==> src/rtl/bus_arbiter_65xx.sv <==
// bus_arbiter_65xx: shares the single BRAM port between the 65xx CPU and one DMA master (optional burst cap: DMA_BURST_LIMIT_EN).
// Latency: ownership changes one clock after the deciding edge; RAM read data returns one clock after the address.
// Backpressure: CPU stalled with cpu_rdy=0, DMA access accepted on dma_gnt&dma_req; grant only taken on CPU read cycles.
`timescale 1ns/1ps
module bus_arbiter_65xx #(
    parameter int ADDR_W    = 16,
    parameter int DATA_W    = 8,
    parameter int MAX_BURST = 8
) (
    input  logic              clk,
    input  logic              reset_n,
    input  logic [ADDR_W-1:0] cpu_addr,
    input  logic [DATA_W-1:0] cpu_wdata,
    input  logic              cpu_we,
    output logic              cpu_rdy,
    output logic [DATA_W-1:0] cpu_rdata,
    input  logic              dma_req,
    input  logic [ADDR_W-1:0] dma_addr,
    input  logic [DATA_W-1:0] dma_wdata,
    input  logic              dma_we,
    output logic              dma_gnt,
    output logic              dma_rvalid,
    output logic [DATA_W-1:0] dma_rdata,
    output logic [ADDR_W-1:0] mem_addr,
    output logic [DATA_W-1:0] mem_wdata,
    output logic              mem_we,
    input  logic [DATA_W-1:0] mem_rdata
);

    typedef enum logic {S_CPU, S_DMA} state_t;

    state_t            state;
    logic              prev_cpu;
    logic [DATA_W-1:0] hold;
    logic              dma_acc;
    logic              go_dma;
    logic              go_cpu;

    if (MAX_BURST < 1 || MAX_BURST > 255) begin : g_bad_max_burst
        $error("MAX_BURST must be in 1..255");
    end

    assign dma_acc = (state == S_DMA) & dma_req;

`ifdef DMA_BURST_LIMIT_EN
    logic [7:0] burst_cnt;
    logic       owe;
    logic       burst_last;

    // The MAX_BURST-th accepted access of a grant forces the bus back to the CPU.
    assign burst_last = dma_acc & (burst_cnt == 8'(MAX_BURST - 1));
    assign go_dma     = (state == S_CPU) & dma_req & ~cpu_we & ~owe;
    assign go_cpu     = (state == S_DMA) & (~dma_req | burst_last);

    // Burst counter and the owe flag that guarantees the CPU two cycles after a forced release.
    always_ff @(posedge clk or negedge reset_n) begin
        if (!reset_n) begin
            burst_cnt <= 8'd0;
            owe       <= 1'b0;
        end else begin
            if (go_dma)
                burst_cnt <= 8'd0;
            else if (dma_acc && burst_cnt != 8'hFF)
                burst_cnt <= burst_cnt + 8'd1;
            if (burst_last)
                owe <= 1'b1;
            else if (state == S_CPU)
                owe <= 1'b0;
        end
    end
`else
    assign go_dma = (state == S_CPU) & dma_req & ~cpu_we;
    assign go_cpu = (state == S_DMA) & ~dma_req;
`endif

    // Ownership FSM; cpu_rdy/dma_gnt are flops so dma_req and cpu_we never reach them combinationally.
    always_ff @(posedge clk or negedge reset_n) begin
        if (!reset_n) begin
            state   <= S_CPU;
            cpu_rdy <= 1'b1;
            dma_gnt <= 1'b0;
        end else if (go_dma) begin
            state   <= S_DMA;
            cpu_rdy <= 1'b0;
            dma_gnt <= 1'b1;
        end else if (go_cpu) begin
            state   <= S_CPU;
            cpu_rdy <= 1'b1;
            dma_gnt <= 1'b0;
        end
    end

    // RAM port mux; an idle DMA cycle (dma_req=0) never writes.
    always_comb begin
        mem_addr  = cpu_addr;
        mem_wdata = cpu_wdata;
        mem_we    = cpu_we;
        if (state == S_DMA) begin
            mem_addr  = dma_addr;
            mem_wdata = dma_wdata;
            mem_we    = dma_we & dma_req;
        end
    end

    // Read-return tracking: DMA read valid one cycle after acceptance, and the CPU read that was
    // in flight when the DMA took over is parked in hold until the CPU owns the port again.
    always_ff @(posedge clk or negedge reset_n) begin
        if (!reset_n) begin
            dma_rvalid <= 1'b0;
            prev_cpu   <= 1'b1;
            hold       <= '0;
        end else begin
            dma_rvalid <= dma_acc & ~dma_we;
            prev_cpu   <= (state == S_CPU);
            if (prev_cpu && state == S_DMA)
                hold <= mem_rdata;
        end
    end

    assign cpu_rdata = prev_cpu ? mem_rdata : hold;
    assign dma_rdata = mem_rdata;

endmodule

==> config.mk <==
export PLATFORM = sky130hd
export DESIGN_NAME = bus_arbiter_65xx
export DESIGN_NICKNAME = d
export VERILOG_FILES = /design/src/rtl/bus_arbiter_65xx.sv
export SDC_FILE = /design/constraint.sdc
export NUM_CORES = 1
export LEC_CHECK = 0
export CORE_MARGIN = 2
export CORE_UTILIZATION = 27
export DETAILED_ROUTE_END_ITERATION = 8
export HOLD_SLACK_MARGIN = 0.08
export PLACE_DENSITY_LB_ADDON = 0.1
export REMOVE_ABC_BUFFERS = 1
export SLEW_MARGIN = 20
export SYNTH_ARGS = -nofsm -noshare
export SYNTH_HDL_FRONTEND = slang
export SYNTH_SLANG_ARGS = --single-unit
==> constraint.sdc <==
create_clock -name clk -period 1.6 [get_ports clk]
set_input_delay 0.32 -clock clk [delete_from_list [all_inputs] [get_ports clk]]
set_output_delay 0.32 -clock clk [all_outputs]
set_load 0.05 [all_outputs]
==> reports/qor.yml <==
run_status:
  run_status: "complete, but fails checks"
  violations: "setup timing"
routing:
  drt-initial-drc-count: 27
  drtAntennaViolNets: 0
  drt_first_pass_iters: 4
  vias: 1040
  drc: 0
  routedWlPerCell_um: 14.50
  wl_mm: 3.452
  viasPerCell: 4.370
sta:
  timing.final.crit_share: 1.091
  setup_viol: 33
  slew_violations: 0
  max_freq_mhz: 573.1
  fin_skew_ns: 0.0007967
  rsz0062_at_grt: "yes"
  hold_violations: 0
  min_period_ns: 1.745
  layout_setup_ws_ns: -0.1449
  tightest_slew_ns: 0.5402
  maxSlewHeadroom: 0.6387
power_and_ir_drop:
  pwr-share-comb: 0.675
  p_leak_nw: 1.123
  swShare: 0.3875
  clkPwrFrac: 0.104
  ir_worst_vdd_v: 0.0005040
  p_switching_w: 0.0006697
  power_frac_seq: 0.220
  p_int_w: 0.001059
  power_density_nw_per_um2: 690.3
  power_w: 0.001728
clock_network:
  root_buffer: "clkbuf_4"
  hold_buffers: 0
  cts-htree-levels: 1
  clock_path_buffers: 2
  clock_sinks: 12
  cts_tree: "done"
  clk_pin_slew_worst_paths_ns: 0.07
  worstSkewPairLatency_ns: 0.27
  cts_buffers: 3
die:
  initial_core_util: 0.2770
  ioPinCount: 105
  core-area_um2: 3284
  num_rows: 21
  die_y_um: 62.04
  die_w_um: 62.04
  dieArea_um2: 3849
final_layout:
  synthToLayoutAreaGrowth_pct: 175.2
  finalNetCount: 255
  drive_above_1_share: 0.5885
  diodes: 0
  fin_cells: 238
  fillers: 214
  post-route-util: 0.7623
global_routing:
  grt_usage: 0.1760
  grt_use_met1: 0.1982
  busiest_layer: "met2"
  grt_util_met2: 0.3348
  grt_remaining_overflow: 0
  antenna_found_initial: 0
  first_global_vias: 1114
  grt_use_met3: 0.05797
  grt_max_degree: 17
  grt_first_pass_wirelength_mm: 4.995
synth:
  synth_commonest_cells: "mux2_2, buf_4, dfrtp_1"
  ys_seq_area_frac: 0.3329
  ys_top_cells_by_area: "mux2_2, dfrtp_1, buf_4, dfstp_2, nand2_4"
  synth.avg_cell_area_um2: 11.97
  netlist_area_um2: 909.6
  synth_top_area_share: 0.4952
  yosysMostFrequentCell: "mux2_2"
  synth_flop_cell: "dfrtp_1"
  synth_edf_count: 0
  yosysTopAreaCell: "mux2_2"
  yosysWarnings: 0
  synth_cell_types: 14
  ys_async_sr_fraction: 1.000
  synth_seq_cells: 12
  syn-instance-count: 76
placed_design:
  dp_slack_ns: 0.06129
  gp_congestion: 0.6904
  dpl.hpwl_mm: 2.546
  dpl.cell_count: 224
  portBuffers: 104
worst_setup_path:
  cp_slowest_stage_delay_ns: 0.54
  worstPathCellList: "buf_4, mux2_4, buf_12"
  crit_path_max_fanout: 4
  endpoint_kind: "primary output"
  cp_top_family: "flip-flops"
  critPathRequiredTime_ns: 1.28
  cp.buffers_inverters: 2
  reg2reg_from: "state"
  startpoint_type: "flip-flop"
  slowest_stage: "dfstp_2"
  crit_start: "prev_cpu"
  path_class: "reg -> out"
  crit_arrival_ns: 1.42
min_path:
  hp-class: "in -> async"
job:
  maxCapViolCount: 0
-- sequential cells by signal (all words and copies together) (netlist names) --
signal,count
dma_rvalid,1
state,1
hold,8
prev_cpu,1
cpu_rdy,1
-- final timing paths --
check,endpoint,slack (ns),cells after the start
worst max register to register,hold[4],0.07,6
worst min-delay path,hold[6],0.40,1
worst max-delay path,cpu_rdata[6],-0.14,3
worst min register to register,hold[6],0.51,1
min in group clk,hold[6],0.51,1
max in group asynchronous,cpu_rdy,0.83,1
-- cell usage in the layout (no fill, tap or decap), drive strengths merged, types with 2 or more instances in the layout --
master	n
buf	63
dfrtp	10
nand2	3
dfstp	2
clkdlybuf4s50	60
nor2	2
mux2	40
clkbuf	5
-- cells by family after synthesis --
kind of cell,count (synthesis),share of synthesized area
buffers and inverters,13,0.1032
DFF,12,0.3329
muxes,40,0.4952
and+or+nand+nor,11,0.06879
-- power groups by stage --
stage / clock network [W] / registers (W) / logic (W)
after floorplan: 0 / 0.000415 / 0.000451
after detailed placement: 0 / 0.000391 / 0.00101
final: 0.000180 / 0.000381 / 0.00117
after CTS: 0.000188 / 0.000380 / 0.00112
after global routing: 0.000204 / 0.000389 / 0.00121
after global placement: 0 / 0.000389 / 0.000992
-- through the flow --
stage          setup TNS, ns  cell area [µm²]  hold slack, ns
2_1_floorplan         -13.57            819.5         0.02441
3_3_place_gp               0             2133          0.4837
3_5_place_dp               0             2133          0.4927
4_1_cts               -3.388             2375          0.4269
5_1_grt               -5.627             2504          0.4393
6_report              -4.048             2504          0.4030
-- final cells by class --
cell class                      count  area, µm²  share of cell area
Sequential cell                    12      302.8              0.1209
Tap cell                           46      57.56             0.02299
Multi-Input combinational cell     51      591.8              0.2364
Clock buffer                        3      22.52            0.008996
Timing Repair Buffer              125       1525              0.6092
Inverter                            1      3.754            0.001499
-- per-layer routing --
layer  vias to the layer above  wire [µm]  part of all wire
li1                        492          -                 -
met1                       507       1219              0.35
met2                        41       2032              0.59
met3                         0        201             0.058
met4                         0          0                 0
met5                         -          0                 0
-- repair_timing --
action	4_1_cts	5_1_grt
pin swaps	0	0
gates resized for setup	39	24
endpoints found under the setup margin	32	34
buffers inserted	7	3
gates cloned	1	2
Power figures use the tool's default switching activity.
